`src/rtl/factorial_pkg.sv`:
```
// factorial_pkg: shared FSM encoding, error bit positions and sizing defaults for factorial_scheduler
package factorial_pkg;
    localparam logic [1:0] S_IDLE   = 2'd0;
    localparam logic [1:0] S_LAUNCH = 2'd1;
    localparam logic [1:0] S_WAIT   = 2'd2;
    localparam logic [1:0] S_RESP   = 2'd3;
    localparam int ERR_OVF     = 0;
    localparam int ERR_TIMEOUT = 1;
    localparam int DEF_MAX_N   = 12;
endpackage

```
`src/rtl/factorial_scheduler_rr_arbiter.sv`:
```
// rr_arbiter: combinational round-robin pick of the first request at or after ptr
module rr_arbiter #(
    parameter int N = 4
) (
    input  logic [N-1:0]          req,
    input  logic [$clog2(N)-1:0]  ptr,
    output logic [N-1:0]          gnt,
    output logic [$clog2(N)-1:0]  idx,
    output logic                  any
);
    localparam int IW = $clog2(N);
    logic [IW-1:0] k;
    // scan from the farthest offset down so the nearest request to ptr wins
    always_comb begin
        idx = '0;
        any = 1'b0;
        k = '0;
        for (int i = N - 1; i >= 0; i--) begin
            k = IW'((int'(ptr) + i) % N);
            if (req[k]) begin
                idx = k;
                any = 1'b1;
            end
        end
        gnt = any ? N'(1) << idx : '0;
    end
endmodule

```
`src/rtl/factorial_scheduler.sv`:
```
// factorial_scheduler: round-robin front end sharing one factorial core among NUM_REQ requesters
module factorial_scheduler
    import factorial_pkg::*;
#(
    parameter int NUM_REQ  = 4,
    parameter int N_WIDTH  = 8,
    parameter int FN_WIDTH = 32,
    parameter int MAX_N    = DEF_MAX_N,
    parameter int TIMEOUT  = 1023
) (
    input  logic                        clk,
    input  logic                        rst,
    input  logic [NUM_REQ-1:0]          req_valid,
    input  logic [NUM_REQ*N_WIDTH-1:0]  req_n,
    output logic [NUM_REQ-1:0]          req_ready,
    output logic                        rsp_valid,
    output logic [$clog2(NUM_REQ)-1:0]  rsp_id,
    output logic [FN_WIDTH-1:0]         rsp_fn,
    output logic [1:0]                  rsp_err,
    output logic                        busy,
    output logic                        fact_start,
    output logic [N_WIDTH-1:0]          fact_n,
    input  logic                        fact_done,
    input  logic [FN_WIDTH-1:0]         fact_fn
);
    localparam int IW = $clog2(NUM_REQ);
    localparam int CW = $clog2(TIMEOUT);
    localparam logic [N_WIDTH-1:0] MAX_V   = N_WIDTH'(MAX_N);
    localparam logic [CW-1:0]      CNT_END = CW'(TIMEOUT - 1);
    localparam logic [1:0]         E_OVF   = 2'(1 << ERR_OVF);
    localparam logic [1:0]         E_TO    = 2'(1 << ERR_TIMEOUT);

    logic [1:0]          state;
    logic [IW-1:0]       ptr, id, pick;
    logic [N_WIDTH-1:0]  n, n_pick;
    logic [FN_WIDTH-1:0] fn;
    logic [1:0]          err;
    logic [CW-1:0]       cnt;
    logic [NUM_REQ-1:0]  gnt;
    logic                any;

    rr_arbiter #(.N(NUM_REQ)) u_arb (
        .req(req_valid),
        .ptr(ptr),
        .gnt(gnt),
        .idx(pick),
        .any(any)
    );

    assign n_pick     = req_n[pick*N_WIDTH +: N_WIDTH];
    // ready is qualified by rst so nothing is offered while reset is held
    assign req_ready  = (state == S_IDLE && rst) ? gnt : '0;
    assign busy       = state != S_IDLE;
    assign fact_start = state == S_LAUNCH;
    assign fact_n     = (state == S_LAUNCH || state == S_WAIT) ? n : '0;
    assign rsp_valid  = state == S_RESP;
    assign rsp_id     = rsp_valid ? id : '0;
    assign rsp_fn     = rsp_valid ? fn : '0;
    assign rsp_err    = rsp_valid ? err : '0;

    always_ff @(posedge clk or negedge rst) begin
        if (!rst) begin
            state <= S_IDLE;
            ptr   <= '0;
            id    <= '0;
            n     <= '0;
            fn    <= '0;
            err   <= '0;
            cnt   <= '0;
        end else begin
            case (state)
                S_IDLE: if (any) begin
                    id  <= pick;
                    n   <= n_pick;
                    fn  <= '0;
                    err <= (n_pick > MAX_V) ? E_OVF : 2'b00;
                    state <= (n_pick > MAX_V) ? S_RESP : S_LAUNCH;
                end
                S_LAUNCH: begin
                    cnt   <= '0;
                    state <= S_WAIT;
                end
                // a done seen in the first WAIT cycle may be left over from the previous run
                S_WAIT: begin
                    cnt <= cnt + 1'b1;
                    if (fact_done && cnt != '0) begin
                        fn    <= fact_fn;
                        err   <= 2'b00;
                        state <= S_RESP;
                    end else if (cnt == CNT_END) begin
                        fn    <= '0;
                        err   <= E_TO;
                        state <= S_RESP;
                    end
                end
                default: begin
                    ptr   <= (id == IW'(NUM_REQ - 1)) ? '0 : id + 1'b1;
                    state <= S_IDLE;
                end
            endcase
        end
    end
endmodule
```
`config.mk`:
```
export PLATFORM = sky130hd
export DESIGN_NAME = factorial_scheduler
export DESIGN_NICKNAME = d
export VERILOG_FILES = /design/src/rtl/factorial_pkg.sv /design/src/rtl/factorial_scheduler_rr_arbiter.sv /design/src/rtl/factorial_scheduler.sv
export SDC_FILE = /design/constraint.sdc
export NUM_CORES = 1
export LEC_CHECK = 0
export BUFFER_PORTS_ARGS = -buffer_cell sky130_fd_sc_hd__buf_2
export CAP_MARGIN = 40
export CORE_MARGIN = 1.5
export CORE_UTILIZATION = 43
export CTS_CLUSTER_SIZE = 20
export DETAILED_ROUTE_END_ITERATION = 10
export PLACE_DENSITY = 0.8
export SYNTH_ARGS = -nofsm -noshare
export SYNTH_HDL_FRONTEND = slang
export SYNTH_SLANG_ARGS = --single-unit
```
`constraint.sdc`:
```
create_clock -name clk -period 2.8 [get_ports clk]
set_input_delay 0.56 -clock clk [delete_from_list [all_inputs] [get_ports clk]]
set_output_delay 0.56 -clock clk [all_outputs]
set_load 0.02 [all_outputs]
```
==> results.sh <==
export IMPL_syn_area_per_cell_sq_um=8.48
export IMPL_cts_tree="done"
export IMPL_netlist_top_cell_by_area="dfrtp_1"
export IMPL_antenna_found_initial=0
export IMPL_reg2reg_setup_slack_ns=0.40
export IMPL_crit_end="req_ready[0]"
export IMPL_outcome="complete, no violations"
export IMPL_grt_busiest_layer="met2"
export IMPL_post_cts_buffers=0
export IMPL_met3_usage=0.0370
export IMPL_drt_pass1_iter_count=6
export IMPL_synth_common_cells="97 x nand2_1, 58 x dfrtp_1, 50 x and2_1"
export IMPL_met1_usage=0.264
export IMPL_ant_nets=0
export IMPL_dpl_hpwl_microns=6000
export IMPL_vdd_drop_max_mv=0.563
export IMPL_area_delta_synth_final_pct=28.2
export IMPL_drt_initial_drc_count=148
export IMPL_path_clk_slew_ns=0.06
export IMPL_slew_violations=0
export IMPL_synth_async_reset_ratio=1.00
export IMPL_viasPerCell=5.16
export IMPL_fp_coreArea_sq_mm=0.00733
export IMPL_startpoint="req_valid[2]"
export IMPL_worst_slew_pin_slew_ns=0.751
export IMPL_row_count=31
export IMPL_ff2ff_path_depth=8
export IMPL_ys_seq_area_frac=0.442
export IMPL_numCtsBuffers=9
export IMPL_drc=0
export IMPL_initial_core_util=0.448
export IMPL_dieWidth_microns=90.4
export IMPL_netlist_area_leader_share=0.442
export IMPL_syn_inst=387
export IMPL_yosysMostFrequentCell="nand2_1"
export IMPL_leakagePower_uw=0.00237
export IMPL_ys_dominant_reg_cell="dfrtp_1"
export IMPL_gr_usage_met2=0.352
export IMPL_slowest_stage="or4b_4"
export IMPL_ios=122
export IMPL_clock_path_buffers=2
export IMPL_die_h_microns=90.4
export IMPL_path_cells="buf_2 -> nor2b_1 -> or4b_4 -> nand2_1 -> nor3_1 -> buf_2"
export IMPL_synth_distinct_cells=42
export IMPL_start_kind="input pin"
export IMPL_hold_buffers=0
export IMPL_n_antenna_cell=0
export IMPL_hold_viol=0
export IMPL_r2r_end="state[1]$_DFFE_PN0P_"
export IMPL_fillers=667
export IMPL_min_path_type="input pin to asynchronous set/reset pin"
export IMPL_grtUsageTotal=0.207
export IMPL_final_nets=586
export IMPL_maxCapViolCount=0
export IMPL_grt_start_max_net_pins=59
export IMPL_avgRoutedWirePerCell_microns=13.5
export IMPL_critPathMostFrequentCell="buf_2"
export IMPL_fin_tns_setup_ns=0
export IMPL_holdWs_ns=0.381
export IMPL_drive_gt1_frac=0.313
export IMPL_via_count=3150
export IMPL_cts_resized=0
export IMPL_ys_top_cells_by_area="dfrtp_1 44%, nand2_1 11%, and2_1 9.5%"
export IMPL_insertion_delay_ns=0.33
export IMPL_max_freq_mhz=374
export IMPL_fin_skew_ns=0.00912
export IMPL_relSlewSlack=0.499
export IMPL_period_share=0.955
export IMPL_gp_congestion=0.923
export IMPL_routed_wirelength_microns=8260
export IMPL_min_period_ns=2.67
export IMPL_root_buffer="clkbuf_8"
export IMPL_cts_max_level=3
export IMPL_critPathRequiredTime_ns=2.24
export IMPL_synth_area_sq_mm=0.00328
export IMPL_setup_violations=0
export IMPL_cpPeakStageDelay_ns=0.61
export IMPL_ys_ff_latch=58
export IMPL_synth_edff_count=0
export IMPL_power_density_mw_per_mm2=974
export IMPL_end_kind="primary output"
export IMPL_timing_rr_start="ptr[0]$_DFFE_PN0N_"
export IMPL_grt_pass1_vias=2944
export IMPL_grt_ovfl_total=0
export IMPL_arrival_ns=2.11
export IMPL_synth_nets=467
export IMPL_portBuffers=121
export IMPL_cts_sinks=58
export IMPL_worstSetupPathType="input pin to primary output"
export IMPL_cp_max_fo=15
export IMPL_yosysWarnings=0
export IMPL_dieArea_sq_mm=0.00817
export IMPL_grt_pass1_wl_microns=13700
export IMPL_rsz0062_at_grt="false"
critical path, delay by kind of cell:
kind	cells	cell delay, ns
simple gates	4	1.25
buf+inv	2	0.29
layout by cell type (no fill, tap or decap), types with 8 or more instances in the layout:
| master | netlist | final |
|---|---|---|
| nor2_1 | 8 | 8 |
| clkbuf_8 | 0 | 10 |
| nand2_1 | 97 | 97 |
| dfrtp_1 | 58 | 58 |
| a211o_1 | 11 | 11 |
| buf_2 | 1 | 121 |
| nand3_1 | 40 | 40 |
| and2_1 | 50 | 50 |
| and3_1 | 14 | 14 |
| ha_1 | 9 | 9 |
| buf_4 | 0 | 10 |
| o21ai_0 | 15 | 15 |
where the power goes:
group	internal, uW	leakage (uW)	switching, uW
clock	519	0.000116	318
combinational	745	0.00148	1320
sequential	1060	0.000778	136
total	2320	0.00237	1780
state kept, by name, indices dropped and copies added, names as in the netlist:
register / cells
fn: 32
cnt: 10
n: 8
err: 2
id: 2
ptr: 2
state: 2
kinds of logic (layout without fill, tap and decap cells):
| logic type | count (synthesis) | in the layout | synth area share |
|---|---|---|---|
| AO/OA/AOI/OAI | 58 | 58 | 0.131 |
| buffers and inverters | 30 | 154 | 0.0393 |
| flip-flops | 58 | 58 | 0.442 |
| adder cells (fa/ha/maj) | 9 | 9 | 0.0343 |
| multiplexers | 3 | 3 | 0.00991 |
| AND/OR/NAND/NOR | 229 | 229 | 0.344 |
metrics by stage:
stage	instances	instance area [sq um]	util	setup WS (ns)	power, uW
after floorplan	387	3280	-	0.187	2660
after global placement	594	3990	0.545	0.142	3220
after detailed placement	594	3990	0.545	0.0721	3270
after CTS	610	4210	0.574	0.134	4120
after global routing	610	4210	0.574	0.0285	4420
final	610	4210	0.574	0.125	4100
layout make-up:
type / instances / area [sq um] / area share
Multi-Input combinational cell: 299 / 1710 / 0.406
Sequential cell: 58 / 1450 / 0.345
Timing Repair Buffer: 131 / 681 / 0.162
Clock buffer: 10 / 138 / 0.0327
Tap cell: 99 / 124 / 0.0294
Clock inverter: 6 / 80.1 / 0.0190
Inverter: 7 / 26.3 / 0.00624
metal layers:
layer,vias up,wire length [microns]
met2,84,4040
li1,1560,-
met1,1495,3770
met5,-,0
met4,0,117
met3,11,327
worst min path at each step:
| stage | start | to | slack [ns] |
|---|---|---|---|
| detailed placement | fn[31]$_DFFE_PN0P_ | fn[31]$_DFFE_PN0P_ | 0.45 |
| CTS | rst | fn[27]$_DFFE_PN0P_ | 0.41 |
| finish | rst | n[3]$_DFFE_PN0P_ | 0.38 |
| global route | fact_fn[29] | fn[29]$_DFFE_PN0P_ | 0.44 |
| global placement | fn[29]$_DFFE_PN0P_ | fn[29]$_DFFE_PN0P_ | 0.44 |
| floorplan | rst | cnt[0]$_DFFE_PN0N_ | 0.26 |
Power figures use the tool's default switching activity.
